<file path="src/rtl/hack_cpu_pkg.sv">
// Hack ISA widths and instruction field positions shared by the CPU core and its ALU.
package hack_cpu_pkg;

  localparam int ISA_DATA_W = 16;
  localparam int ISA_ADDR_W = 15;

  localparam int CI       = 15;
  localparam int ASEL     = 12;
  localparam int CTRL_HI  = 11;
  localparam int CTRL_LO  = 6;
  localparam int DEST_A   = 5;
  localparam int DEST_D   = 4;
  localparam int DEST_M   = 3;
  localparam int JMP_LT   = 2;
  localparam int JMP_EQ   = 1;
  localparam int JMP_GT   = 0;

  typedef struct packed {
    logic zx;
    logic nx;
    logic zy;
    logic ny;
    logic f;
    logic no;
  } alu_ctrl_t;

endpackage

</file>
<file path="src/rtl/hack_cpu_alu.sv">
// Hack ALU: purely combinational, zero latency, no flow control.
module hack_cpu_alu
  import hack_cpu_pkg::*;
#(
  parameter int DATA_W = ISA_DATA_W
) (
  input  logic [DATA_W-1:0] x,
  input  logic [DATA_W-1:0] y,
  input  alu_ctrl_t         ctrl,
  output logic [DATA_W-1:0] out,
  output logic              zr,
  output logic              ng
);

  logic [DATA_W-1:0] x_z, x_n, y_z, y_n, f_out;

  always_comb begin
    x_z   = ctrl.zx ? '0 : x;
    x_n   = ctrl.nx ? ~x_z : x_z;
    y_z   = ctrl.zy ? '0 : y;
    y_n   = ctrl.ny ? ~y_z : y_z;
    f_out = ctrl.f ? (x_n + y_n) : (x_n & y_n);
    out   = ctrl.no ? ~f_out : f_out;
  end

  assign zr = (out == '0);
  assign ng = out[DATA_W-1];

endmodule

</file>
<file path="src/rtl/hack_cpu.sv">
// Hack CPU core: decodes A/C instructions, holds A/D/PC, drives the data-memory port.
// One instruction per cycle; memory outputs are combinational, no stalls or backpressure.
module hack_cpu
  import hack_cpu_pkg::*;
#(
  parameter int DATA_W = ISA_DATA_W,
  parameter int ADDR_W = ISA_ADDR_W
) (
  input  logic              clk,
  input  logic              reset,
  input  logic [DATA_W-1:0] inM,
  input  logic [DATA_W-1:0] instruction,
  output logic [DATA_W-1:0] outM,
  output logic              writeM,
  output logic [ADDR_W-1:0] addressM,
  output logic [ADDR_W-1:0] pc
);

  logic [DATA_W-1:0] a_reg, d_reg;
  logic [ADDR_W-1:0] pc_reg;
  logic [DATA_W-1:0] alu_y, alu_out;
  logic              alu_zr, alu_ng;
  logic              is_c, jump;
  alu_ctrl_t         ctrl;

  assign is_c  = instruction[CI];
  assign ctrl  = alu_ctrl_t'(instruction[CTRL_HI:CTRL_LO]);
  assign alu_y = instruction[ASEL] ? inM : a_reg;

  hack_cpu_alu #(.DATA_W(DATA_W)) u_alu (
    .x    (d_reg),
    .y    (alu_y),
    .ctrl (ctrl),
    .out  (alu_out),
    .zr   (alu_zr),
    .ng   (alu_ng)
  );

  assign jump = is_c & ((instruction[JMP_LT] & alu_ng) |
                        (instruction[JMP_EQ] & alu_zr) |
                        (instruction[JMP_GT] & ~alu_ng & ~alu_zr));

  // Address and jump target come from A before this instruction updates it.
  assign outM     = alu_out;
  assign writeM   = is_c & instruction[DEST_M] & ~reset;
  assign addressM = a_reg[ADDR_W-1:0];
  assign pc       = pc_reg;

  always_ff @(posedge clk) begin
    if (reset) begin
      a_reg  <= '0;
      d_reg  <= '0;
      pc_reg <= '0;
    end else begin
      if (!is_c)
        a_reg <= instruction;
      else if (instruction[DEST_A])
        a_reg <= alu_out;
      if (is_c && instruction[DEST_D])
        d_reg <= alu_out;
      pc_reg <= jump ? a_reg[ADDR_W-1:0] : pc_reg + 1'b1;
    end
  end

endmodule

</file>
<file path="config.mk">
export PLATFORM = sky130hd
export DESIGN_NAME = hack_cpu
export DESIGN_NICKNAME = d
export VERILOG_FILES = /design/src/rtl/hack_cpu_pkg.sv /design/src/rtl/hack_cpu_alu.sv /design/src/rtl/hack_cpu.sv
export SDC_FILE = /design/constraint.sdc
export NUM_CORES = 1
export LEC_CHECK = 0
export ABC_CLOCK_PERIOD_IN_PS = 5700
export CAP_MARGIN = 25
export CORE_MARGIN = 5
export CORE_UTILIZATION = 45
export CTS_CLUSTER_DIAMETER = 50
export CTS_CLUSTER_SIZE = 30
export DETAILED_ROUTE_END_ITERATION = 8
export MAX_ROUTING_LAYER = met4
export PLACE_DENSITY = 0.73
export SLEW_MARGIN = 0
export SYNTH_ARGS = -nofsm -noshare
export SYNTH_HDL_FRONTEND = slang
export SYNTH_SLANG_ARGS = --single-unit
</file>
<file path="constraint.sdc">
create_clock -name clk -period 5.7 [get_ports clk]
set_clock_uncertainty 0.2 [all_clocks]
set_input_delay 1.14 -clock clk [delete_from_list [all_inputs] [get_ports clk]]
set_output_delay 1.14 -clock clk [all_outputs]
set_load 0.01 [all_outputs]
</file>
==> results of run 1 <==
cell families after synthesis:
group           after synthesis  share of synthesized area
xor+xnor                     59                      0.116
simple gates                220                      0.252
mux                          53                      0.129
compound gates              107                      0.169
flops                        47                      0.209
buf+inv                      63                     0.0733
fa+ha+maj                    18                     0.0517
power by group through the flow:
stage,Sequential (uW),Clock (uW),Combinational (uW)
3_3_place_gp,391,0,834
6_report,386,295,882
3_5_place_dp,393,0,852
5_1_grt,391,310,953
2_1_floorplan,390,0,464
4_1_cts,385,297,858
path summary, 6_finish.rpt:
path,startpoint,endpoint,slack (ns)
max reg2reg,a_reg[0],pc[12],1.01
max,inM[0],outM[8],0.11
min reg2reg,d_reg[4],d_reg[4],0.26
min,d_reg[4],d_reg[4],0.26
Yosys cell counts, types with 16 or more instances:
cell type | count | area (um2)
nand2_1 | 45 | 169
nand2b_1 | 23 | 144
a21oi_1 | 34 | 170
mux2i_1 | 38 | 380
clkbuf_1 | 33 | 124
buf_4 | 16 | 120
nor2b_1 | 19 | 119
dfxtp_1 | 47 | 941
nor2_1 | 59 | 221
xor2_1 | 21 | 184
and3_1 | 18 | 113
a211oi_1 | 17 | 128
ha_1 | 17 | 213
xnor2_1 | 37 | 324
nand3_1 | 16 | 80.1
timing repair:
item	in CTS	in global routing
setup endpoints to repair	24	21
buffers inserted	1	4
hold endpoints to repair	0	0
pin swaps	3	11
resized for setup	11	15
area by class of cell:
class / count / area share
clock buffer: 6 / 0.0119
clock inverter: 2 / 0.00981
inverter: 7 / 0.00429
multi-input combinational: 457 / 0.538
sequential: 47 / 0.154
tap: 133 / 0.0272
timing repair buffer: 168 / 0.255
through the flow:
step | worst slack (ns) | area (um2) | util | power, uW
after floorplan | 0.0107 | 4520 | - | 853
after global placement | -0.296 | 5890 | 0.603 | 1230
after detailed placement | -0.386 | 5890 | 0.603 | 1240
after CTS | 0.000318 | 6040 | 0.618 | 1540
after global routing | 0.000310 | 6120 | 0.626 | 1650
final | 0.114 | 6120 | 0.626 | 1560
worst max-delay path: cells and delay by family:
family | cells | cell delay, ns
simple gates | 1 | 0.07
buf+inv | 4 | 1.30
mux | 2 | 0.24
xor+xnor | 1 | 0.14
compound gates | 3 | 0.73
fa+ha+maj | 2 | 0.62
metal layers:
layer	track usage	wire [um]
met1	0.325	6530
met4	0.0445	200
met2	0.384	6480
met5	-	0
met3	0.0250	644
==> impl_metrics.ini, run 1 <==
[hold_path]
holdPathStages = 2
min_path_type = reg -> reg

[cts]
ctsHoldBuffers = 0
clk_pin_slew_ns = 0.09
cts_root_buffer = clkbuf_8
clk_latency_ns = 0.30
cts_tree = yes
clock-sinks = 47
clock_path_buffers = 2
htreeDepth = 2
cts_buffers = 5

[power_and_ir_drop]
power_density_nw_per_um2 = 255
p_leak_uw = 0.00260
vdd_drop_max_v = 0.000100
p_comb_frac = 0.564
p_sw_uw = 571
seqPwrFrac = 0.247
swShare = 0.365
intPower_uw = 992
p_clk_frac = 0.189

[layout]
nets = 738
instances_no_fill = 820
multi_input_area_um2 = 3290
synthToLayoutAreaGrowth_pct = 35.9
drive_above_1_share = 0.197
antennaDiodeCount = 0
nFillCells = 896
final_cell_mix = buf_4 (80), clkdlybuf4s50_1 (68), nor2_1 (59)
seqCellArea_um2 = 941
layout_commonest_cell = buf_4

[die]
rows = 36
io_pins = 81
core_um2 = 9770
start_util = 0.461
die_x_um = 110
dieHeight_um = 110
die-area_um2 = 12100

[critical_path]
cp_max_fo = 3
cp_cell_sequence = clkdlybuf4s50_1 -> mux2i_1 -> nor2_1 -> xor2_1 -> ha_2 -> fa_2 -> a211oi_4 -> buf_4 -> o21a_1 -> mux2i_1 -> a211oi_2 -> buf_4 -> clkdlybuf4s50_1
crit_required_ns = 4.36
cpMaxStageDelayCell = clkdlybuf4s50_1
r2r_cells = 16
cp.arrival_ns = 4.25
end_kind = output port
critPathMaxStageDelay_ns = 0.54
path_class = in -> out
cp-start-kind = input pin

[place]
dp.final_hpwl_mm = 10.6
dpl.cell_count = 807
numPortBuffers = 80
place_congestion = 0.862

[timing]
rsz0062_at_grt = no
drv_slew = 0
slew-limit-headroom = 0.336
final_hold_viol_count = 0
setup_viol = 0
finalCriticalPeriod_ns = 5.59
fin_crit_sh = 0.980
fmax_mhz = 179
worstMarginPinSlew_ns = 0.993
hold_ws_ns = 0.262
fin_tns_setup_ns = 0

[run]
max_cap_violations = 0

[synth]
syn-instance-count = 567
synth_seq_cells = 47
synth.cell_area_um2 = 4500
async_flop_share = 0
yosysWarnings = 0
avgSynthCellArea_um2 = 7.94
synth-main-ff-cell = dfxtp_1
syn_nets = 619
synth_cell_type_count = 69
synth_edf_count = 0
seq_area_frac_synth = 0.209

[detailed_routing]
drt-pass1-iter-count = 6
drc_errors = 0
wl_per_cell_um = 16.9
viasPerCell = 5.63
vias = 4615
drtIter0Drc = 332
wirelength_mm = 13.9
ant_nets = 0

[grt]
antenna_found_initial = 0
grt_pass1_vias = 4473
grt_pass1_wl_mm = 22.6
grt_overflow_total = 0
track_usage = 0.238
grt_max_degree = 64

[status]
status = complete, no violations
(Power assumes the default switching activity.)
==> inputs of run 2 (changes only) <==
- ABC_AREA: default -> 1
- PLACE_DENSITY: 0.73 -> default
- PLACE_DENSITY_LB_ADDON: default -> 0.05
==> impl_metrics.ini, run 2 <==
[critical_path]
cp-start-kind = input pin
cp_max_fo = 11
end_kind = output port
path_class = in -> out
r2r_cells = 22
crit_required_ns = 4.36
cp.arrival_ns = 4.16

[place]
numPortBuffers = 80
place_area_um2 = 5640
place_congestion = 0.940
dp.final_hpwl_mm = 11.9

[grt]
grt_max_degree = 35
grt_pass1_vias = 4873
grt_pass1_wl_mm = 24.2
track_usage = 0.243
antenna_found_initial = 0
grt_overflow_total = 0

[timing]
drv_slew = 0
rsz0062_at_grt = yes
fin_crit_sh = 0.965
final_hold_viol_count = 0
fmax_mhz = 182
worstMarginPinSlew_ns = 1.07
finalCriticalPeriod_ns = 5.50
slew-limit-headroom = 0.287
setup_viol = 0
fin_tns_setup_ns = 0

[die]
io_pins = 81
core_um2 = 10100
rows = 37
die-area_um2 = 12400
start_util = 0.455
dieHeight_um = 111
die_x_um = 111

[power_and_ir_drop]
vdd_drop_max_v = 0.000121
power.total_uw = 1360
p_clk_frac = 0.169
power_density_nw_per_um2 = 233
p_leak_uw = 0.00295
intPower_uw = 792
p_sw_uw = 567
swShare = 0.417
p_comb_frac = 0.549
seqPwrFrac = 0.282

[cts]
cts_root_buffer = clkbuf_8
cts_buffers = 5
clk_latency_ns = 0.30
cts_tree = yes
clock-sinks = 47
clk_pin_slew_ns = 0.08
clock_path_buffers = 2
ctsHoldBuffers = 0
htreeDepth = 2

[layout]
layout_commonest_cell = nand2_1
final_cell_mix = nand2_1 (224), inv_1 (123), clkdlybuf4s50_1 (68)
finish.instance_area_um2 = 5830
nets = 908
final_util = 0.575
drive_above_1_share = 0.130
antennaDiodeCount = 0
synthToLayoutAreaGrowth_pct = 26.4

[synth]
yosysWarnings = 0
synth_cell_type_count = 30
synth_commonest_cells = nand2_1 (228), inv_1 (125), nand3_1 (67), xor2_1 (48), dfxtp_1 (47)
syn-instance-count = 771
synthTopCellsByArea = dfxtp_1 (20%), nand2_1 (19%), inv_1 (10%)
syn_nets = 823
synth_top_area_share = 0.204
synth_edf_count = 0
synth_seq_cells = 47
seq_area_frac_synth = 0.204
yosysTopAreaCell = dfxtp_1
yosysMostFrequentCell = nand2_1
async_flop_share = 0
avgSynthCellArea_um2 = 5.98
synth-main-ff-cell = dfxtp_1
synth.cell_area_um2 = 4610

[detailed_routing]
drt-pass1-iter-count = 5
viasPerCell = 5.01
ant_nets = 0
wl_per_cell_um = 14.8
vias = 4971
wirelength_mm = 14.7
drc_errors = 0
drtIter0Drc = 324

[hold_path]
min_path_type = reg -> reg
holdPathStages = 2

[status]
status = complete, no violations

[run]
max_cap_violations = 0
## run 2: cell count changes after synthesis, sizes merged, moves of 23 or more
cell / change
inv: +124
mux2i: -38
nand2: +195
nand2b: -23
nand3: +69
xnor2: -37
xor2: +27
## run 2: power groups by stage
| stage | combinational [uW] | sequential [uW] | clock (uW) |
|---|---|---|---|
| 2_1_floorplan | 453 | 391 | 0 |
| 3_3_place_gp | 719 | 389 | 0 |
| 3_5_place_dp | 730 | 390 | 0 |
| 4_1_cts | 737 | 383 | 235 |
| 5_1_grt | 830 | 388 | 250 |
| 6_report | 746 | 383 | 230 |
## run 2: timing repair
item,in CTS,in global routing
gates resized for setup,14,18
pin swaps,6,5
hold endpoints to repair,0,0
endpoints found under the setup margin,8,14
buffers inserted,4,3
## run 2: per-stage QoR
| step | cells | worst slack [ns] | hold WS [ns] |
|---|---|---|---|
| after global routing | 993 | -0.0435 | 0.321 |
| after global placement | 978 | -0.0307 | 0.281 |
| final | 993 | 0.199 | 0.302 |
| after detailed placement | 978 | -0.117 | 0.281 |
| after CTS | 990 | -0.00950 | 0.308 |
| after floorplan | 771 | 0.796 | 0.268 |
## run 2: per-layer routing
layer,part of all wire,vias up,wire (um),track usage
met5,0,-,0,-
met4,0.013,0,191,0.0454
met3,0.048,16,701,0.0317
met2,0.47,134,6860,0.395
met1,0.47,2264,6910,0.328
li1,-,2557,-,-
## run 2: worst paths after layout
path	startpoint	end	slack, ns
setup / recovery	instruction[9]	outM[13]	0.20
hold / removal	d_reg[11]	d_reg[11]	0.30
hold reg to reg	d_reg[11]	d_reg[11]	0.30
setup reg to reg	a_reg[0]	pc[11]	1.87
## run 2: area by class of cell
type                    count  area, um2
clock buffers               7       96.3
clock inverters             1       7.51
fillers                  1020       4310
inverters                 131        495
multi-input cells         545       2940
flip-flops and latches     47        941
well taps                 136        170
repair buffers            126       1180
## run 2: critical path, stage by stage
cell	delay, ns
clkdlybuf4s50_1	0.48
buf_4	0.21
a21oi_1	0.14
o21ai_0	0.12
xor2_1	0.26
ha_1	0.36
nand2_2	0.13
inv_1	0.04
nand2_1	0.05
nand2_1	0.06
a21oi_2	0.17
nand2_1	0.09
nand2_1	0.07
nand3_1	0.06
nand3_1	0.09
nand2_2	0.07
inv_1	0.07
clkdlybuf4s50_1	0.54
## run 2: cell families after synthesis
group / share of synthesized area
flip-flops: 0.204
AO/OA/AOI/OAI: 0.115
XOR/XNOR: 0.0930
buffers and inverters: 0.166
AND/OR/NAND/NOR: 0.372
adder cells (fa/ha/maj): 0.0504
==> RTL edit 1 (flow settings as in run 1) <==
Add an input register stage for `inM` and `instruction`; this delays them by one clock. Comments in the files are not updated.
--- a/src/rtl/hack_cpu.sv
+++ b/src/rtl/hack_cpu.sv
@@ -16,6 +16,14 @@
   output logic [ADDR_W-1:0] pc
 );
 
+  logic [DATA_W-1:0] inM_q;
+  logic [DATA_W-1:0] instruction_q;
+
+  always_ff @(posedge clk) begin
+    inM_q         <= inM;
+    instruction_q <= instruction;
+  end
+
   logic [DATA_W-1:0] a_reg, d_reg;
   logic [ADDR_W-1:0] pc_reg;
   logic [DATA_W-1:0] alu_y, alu_out;
@@ -23,9 +31,9 @@
   logic              is_c, jump;
   alu_ctrl_t         ctrl;
 
-  assign is_c  = instruction[CI];
-  assign ctrl  = alu_ctrl_t'(instruction[CTRL_HI:CTRL_LO]);
-  assign alu_y = instruction[ASEL] ? inM : a_reg;
+  assign is_c  = instruction_q[CI];
+  assign ctrl  = alu_ctrl_t'(instruction_q[CTRL_HI:CTRL_LO]);
+  assign alu_y = instruction_q[ASEL] ? inM_q : a_reg;
 
   hack_cpu_alu #(.DATA_W(DATA_W)) u_alu (
     .x    (d_reg),
@@ -36,13 +44,13 @@
     .ng   (alu_ng)
   );
 
-  assign jump = is_c & ((instruction[JMP_LT] & alu_ng) |
-                        (instruction[JMP_EQ] & alu_zr) |
-                        (instruction[JMP_GT] & ~alu_ng & ~alu_zr));
+  assign jump = is_c & ((instruction_q[JMP_LT] & alu_ng) |
+                        (instruction_q[JMP_EQ] & alu_zr) |
+                        (instruction_q[JMP_GT] & ~alu_ng & ~alu_zr));
 
   // Address and jump target come from A before this instruction updates it.
   assign outM     = alu_out;
-  assign writeM   = is_c & instruction[DEST_M] & ~reset;
+  assign writeM   = is_c & instruction_q[DEST_M] & ~reset;
   assign addressM = a_reg[ADDR_W-1:0];
   assign pc       = pc_reg;
 
@@ -53,10 +61,10 @@
       pc_reg <= '0;
     end else begin
       if (!is_c)
-        a_reg <= instruction;
-      else if (instruction[DEST_A])
+        a_reg <= instruction_q;
+      else if (instruction_q[DEST_A])
         a_reg <= alu_out;
-      if (is_c && instruction[DEST_D])
+      if (is_c && instruction_q[DEST_D])
         d_reg <= alu_out;
       pc_reg <= jump ? a_reg[ADDR_W-1:0] : pc_reg + 1'b1;
     end
Check against the original RTL: not equivalent (Yosys sat finds a counterexample within 4 cycles, from zero or initial values and one cycle with reset high).
==> RTL edit 1 against run 1 <==
Power rose by 27%. Via count is 1.7% lower. Setup slack better by 0.18 ns. Sequential cell count is 32 higher. Combinational power down 17%. Register-to-register slack lost 0.62 ns. Sequential power is 64% higher. Synthesized area increased by 14%. Fmax rose by 3.3%. Final area up 2.7%. Critical path depth fell by 1. Routed wire length is 3.0% higher. Critical path type is now reg -> out. Critical endpoint is now outM[14].
==> RTL edit 1: results (changes against run 1) <==
| Result | Reported | Change |
|:---|:---|:---|
| Status | complete, no violations |  |
| Share of async-settable or async-resettable flops after synthesis | 0% | unchanged |
| DRC violation total after the first TritonRoute iteration | 276 | -17% |
| Proportion of layout cells with a drive suffix above 1 | 9.105% | -11 points |
| Number of buffers inserted to repair setup after CTS | 0 | -1 |
| Post-layout nets | 706 | -4.3% |
| Met3 routed wirelength | 809 um | +26% |
| Largest net degree at the start of global routing | 64 | unchanged |
| Number of search-and-repair iterations in the first detailed-routing pass | 5 | -1 |
| VDD IR max | 131.0 uV | +31% |
| Number of antenna violations at the first check in global routing | 0 | unchanged |
| CTS root buffer | sky130_fd_sc_hd__clkbuf_16 |  |
| H-tree level count | 3 | +1 |
| Routed length per placed instance | 17.79 um | +5.3% |
| Number of buffers between clock root and the deepest sink | 2 | unchanged |
| Register area share after synthesis | 30.73% | +9.8 points |
| Worst Path Max Fanout | 16 | +13 |
| Count of buffers inserted at the top-level ports | 80 | unchanged |
| Final weighted congestion in routability-driven placement | 0.8956 | +4.0% |
| Synth top area cells | sky130_fd_sc_hd__dfxtp_1 (31%), sky130_fd_sc_hd__mux2i_1 (7.2%), sky130_fd_sc_hd__xnor2_1 (6.3%), sky130_fd_sc_hd__nor2_1 (4.3%), sky130_fd_sc_hd__ha_1 (4.1%) |  |
| Diode count | 0 | unchanged |
| Mean number of vias per cell | 5.655 | +0.47% |
| Hold WC Path Type | reg -> reg |  |
| Placed Area | 5938 sq um | +0.81% |
| Top flip-flop cell by instance count after synthesis | sky130_fd_sc_hd__dfxtp_1 |  |
| Rel. slew slack | 34.01% | +0.44 points |
| Post-DP HPWL | 10,560 um | -0.49% |
| Static Leak | 2.503 nW | -3.6% |
| Max capacitance violation total | 0 | unchanged |
| Worst slack after detailed placement | 0.4216 ns | +0.8080 ns |
| Post-route setup TNS | 0 ns | unchanged |
| Maximum single-stage delay on the critical path | 0.61 ns | +0.07 ns |
| Wire length of the first global-routing pass | 22,780 um | +0.94% |
| Vias in the first global route | 4,463 | -0.22% |
| Arrival time of the worst setup path | 4.07 ns | -0.18 ns |
| Reg clk slew, reported paths | 0.06 ns | -0.03 ns |
| Highest metal layer with signal wires | met4 |  |
| Most frequent cells after synthesis | sky130_fd_sc_hd__dfxtp_1 (79), sky130_fd_sc_hd__nor2_1 (59), sky130_fd_sc_hd__nand2_1 (49), sky130_fd_sc_hd__mux2i_1 (37), sky130_fd_sc_hd__xnor2_1 (37) |  |
| Total global-route track usage | 21.71% | -2.1 points |
| Routed length on met1 | 6528 um | about the same |
| Routed met2 length | 6604 um | +1.9% |
| Crit path max-delay cell type | sky130_fd_sc_hd__clkdlybuf4s50_1 |  |
| Yosys warnings | 0 | unchanged |
| Number of distinct library cell variants in the gate-level netlist after synthesis | 69 | unchanged |
| Total of fill cells in the finished design | 1,021 | +14% |
| Clock insertion delay at the later pin of the skew report | 0.34 ns | +0.04 ns |
| TritonCTS buffer count | 9 | +4 |
| Total nets after synthesis | 653 | +5.5% |
| Power density over the cells | 316.1 nW/um^2 | +24% |
## RTL edit 1: cell count changes after synthesis, moves of 2 or more
| cell | change |
|---|---|
| sky130_fd_sc_hd__nand2_1 | +4 |
| sky130_fd_sc_hd__clkbuf_1 | -3 |
| sky130_fd_sc_hd__dfxtp_1 | +32 |
| sky130_fd_sc_hd__buf_1 | +2 |
| sky130_fd_sc_hd__o21ai_0 | +2 |
## RTL edit 1: cells by family (layout without fill, tap and decap cells)
family / after synthesis / count (layout) / synth area share, %
buf+inv: 62 / 120 / 6.394
fa+ha+maj: 18 / 18 / 4.522
compound gates: 108 / 108 / 14.83
xor+xnor: 59 / 59 / 10.19
flops: 79 / 79 / 30.73
mux: 52 / 52 / 11.14
simple gates: 223 / 223 / 22.20
## RTL edit 1: worst paths after layout
| kind | cells after the start | slack (ns) | startpoint | to |
|---|---|---|---|---|
| worst min-delay path | 2 | 0.26 | d_reg[0] | d_reg[0] |
| worst max register to register | 14 | 0.39 | instruction_q[12] | pc[2] |
| worst max-delay path | 12 | 0.29 | instruction_q[12] | outM[14] |
| worst min register to register | 2 | 0.26 | d_reg[0] | d_reg[0] |
## RTL edit 1: per-stage QoR
step	cells	hold slack (ns)
6_report	802	0.2565
5_1_grt	802	0.2743
4_1_cts	801	0.2565
3_5_place_dp	785	0.2476
3_3_place_gp	785	0.2427
2_1_floorplan	601	0.2368
## RTL edit 1: what timing repair did
| action | 4_1_cts | 5_1_grt |
|---|---|---|
| hold endpoints to repair | 0 | 0 |
| hold buffers | 0 | 0 |
| resized for setup | 0 | 1 |
| setup endpoints to repair | 0 | 1 |
## RTL edit 1: layer usage
| layer | GRT usage, % | vias up |
|---|---|---|
| li1 | - | 2211 |
| met2 | 34.93 | 154 |
| met4 | 6.881 | 0 |
| met5 | - | - |
| met3 | 3.085 | 31 |
| met1 | 28.26 | 2139 |
## RTL edit 1: critical path: cells and delay by family (launching register included)
| family | cells | cell delay (ns) |
|---|---|---|
| and+or+nand+nor | 2 | 0.37 |
| muxes | 1 | 0.24 |
| adders and majority gates | 1 | 0.42 |
| DFF | 1 | 0.34 |
| AOI/OAI and AO/OA | 5 | 1.28 |
| buffers and inverters | 2 | 0.90 |
| xor gates and xnor gates | 1 | 0.16 |
## RTL edit 1: where the power goes
part	switching [W]	internal, W	total [W]
Sequential	0.0000378	0.000596	0.000634
Combinational	0.000391	0.000343	0.000734
Clock	0.000234	0.000387	0.000621
## RTL edit 1: layout make-up
| class | instances | area share (%) |
|---|---|---|
| multi-input cells | 460 | 51.46 |
| flip-flops and latches | 79 | 25.15 |
| repair buffers | 97 | 15.00 |
| clock buffers | 10 | 3.642 |
| well taps | 143 | 2.846 |
| clock inverters | 6 | 1.473 |
| inverters | 7 | 0.4179 |
==> RTL edit 2 (settings of run 1) <==
Without the edit above. Change the package constant `CTRL_LO` from 6 to 8.
--- a/src/rtl/hack_cpu_pkg.sv
+++ b/src/rtl/hack_cpu_pkg.sv
@@ -7,7 +7,7 @@
   localparam int CI       = 15;
   localparam int ASEL     = 12;
   localparam int CTRL_HI  = 11;
-  localparam int CTRL_LO  = 6;
+  localparam int CTRL_LO  = 8;
   localparam int DEST_A   = 5;
   localparam int DEST_D   = 4;
   localparam int DEST_M   = 3;
Formal check against the unedited RTL: not equivalent (Yosys sat finds a counterexample within 4 cycles, from zero or initial values and one cycle with reset high).
==> RTL edit 2 against run 1 <==
Synthesized cell count is 6.9% lower. Setup slack better by 0.023 ns. Register-to-register slack better by 0.13 ns. Non-clock buffer count is 8 higher. Sequential share of layout area is 0.59 points higher. Synthesized area is 6.4% lower. Power is 14% lower. Routed wire length is 4.4% lower. Final area is 3.7% lower. Combinational power is 24% lower. Sequential cell count stayed put.
==> RTL edit 2: results (changes against run 1) <==
| Result | Reported | Change |
|:---|:---|:---|
| Worst Path Max Fanout | 2 | -1 |
| Met3 routed wirelength | 567 um | -12% |
| Synth top area cells | sky130_fd_sc_hd__dfxtp_1 (22%), sky130_fd_sc_hd__mux2i_1 (8.8%), sky130_fd_sc_hd__ha_1 (5.9%), sky130_fd_sc_hd__nor2_1 (5.6%), sky130_fd_sc_hd__xor2_1 (5.2%) |  |
| Post-DP HPWL | 10,040 um | -5.4% |
| Wire length of the first global-routing pass | 21,260 um | -5.8% |
| Capture point of the worst reg-to-reg path | pc[5] |  |
| Routed wire length | 13,250 um | -4.4% |
| Total of fill cells in the finished design | 763 | -15% |
| Number of search-and-repair iterations in the first detailed-routing pass | 4 | -2 |
| Largest net degree at the start of global routing | 63 | -1.6% |
| Final weighted congestion in routability-driven placement | 0.8977 | +4.2% |
| Status | complete, no violations |  |
| DRC violation total after the first TritonRoute iteration | 222 | -33% |
| Met2 track demand over resource in global routing | 39.48% | +1.1 points |
| Arrival time of the worst setup path | 4.22 ns | -0.03 ns |
| VDD IR max | 124.0 uV | +24% |
| Most frequent cells after synthesis | sky130_fd_sc_hd__nor2_1 (63), sky130_fd_sc_hd__dfxtp_1 (47), sky130_fd_sc_hd__nand2_1 (45), sky130_fd_sc_hd__a21oi_1 (41), sky130_fd_sc_hd__mux2i_1 (37) |  |
| Worst hold slack across all endpoints | 0.2745 ns | +0.01281 ns |
| Start point of the worst hold path | d_reg[14] |  |
| Vias in the first global route | 4,254 | -4.9% |
| Post-layout nets | 717 | -2.8% |
| Routed met2 length | 6447 um | -0.57% |
| Worst hold endpoint | d_reg[14] |  |
| Proportion of layout cells with a drive suffix above 1 | 24.59% | +4.9 points |
| Number of buffers inserted to repair setup after CTS | 8 | +7 |
| Mean number of vias per cell | 5.532 | -1.7% |
| Count of buffers inserted at the top-level ports | 80 | unchanged |
| CTS resizes | 31 | +20 |
| Rel. slew slack | 42.53% | +9.0 points |
| Static Leak | 2.550 nW | -1.8% |
| GR Util met1 | 29.74% | -2.8 points |
| Global-route track usage on met3 | 2.890% | +0.39 points |
| Register-to-register setup slack | 1.14 ns | +0.13 ns |
| Register area share after synthesis | 22.32% | +1.4 points |
| Total global-route track usage | 23.43% | -0.35 points |
| Routed length on met1 | 5958 um | -8.8% |
[RTL edit 2: how the worst max path moves through the flow]
stage                               start  endpoint  slack [ns]  cells after the start
final                              inM[1]   outM[5]        0.14                     13
after floorplan           instruction[10]     pc[0]        0.04                     16
after global routing               inM[1]   outM[5]       -0.02                     13
after CTS                 instruction[12]  outM[15]       -0.11                     15
after detailed placement  instruction[12]  outM[12]       -0.36                     16
after global placement    instruction[12]  outM[12]       -0.30                     16
[RTL edit 2: final cells by class]
| type | count | area, sq um | area share [%] |
|---|---|---|---|
| Multi-Input combinational cell | 417 | 3097 | 52.56 |
| Timing Repair Buffer | 176 | 1526 | 25.91 |
| Sequential cell | 47 | 940.9 | 15.97 |
| Tap cell | 111 | 138.9 | 2.357 |
| Clock buffer | 6 | 72.57 | 1.232 |
| Clock inverter | 2 | 60.06 | 1.019 |
| Inverter | 15 | 56.30 | 0.9556 |
[RTL edit 2: cells by family after synthesis]
kind of cell / share of synthesized area [%]
adder cells (fa/ha/maj): 6.411
flip-flops: 22.32
buffers and inverters: 7.599
AND/OR/NAND/NOR: 23.80
XOR/XNOR: 8.519
multiplexers: 13.59
AO/OA/AOI/OAI: 17.75
[RTL edit 2: where the power goes]
group          switching (W)  internal (W)  leakage (nW)  total (W)
combinational       0.000325      0.000346          2.10   0.000672
sequential         0.0000275      0.000355         0.386   0.000383
clock               0.000115      0.000175        0.0654   0.000290
[RTL edit 2: stage by stage]
step           total power, W  setup WS, ns  utilization [%]  cell area [sq um]  std cells
2_1_floorplan       0.0007237       0.04084                -               4218        528
3_3_place_gp        0.0009918       -0.2977            60.04               5522        753
3_5_place_dp         0.001006       -0.3618            60.04               5522        753
4_1_cts              0.001322       -0.1089            62.90               5784        769
5_1_grt              0.001413      -0.02311            64.07               5892        774
6_report             0.001344        0.1367            64.07               5892        774
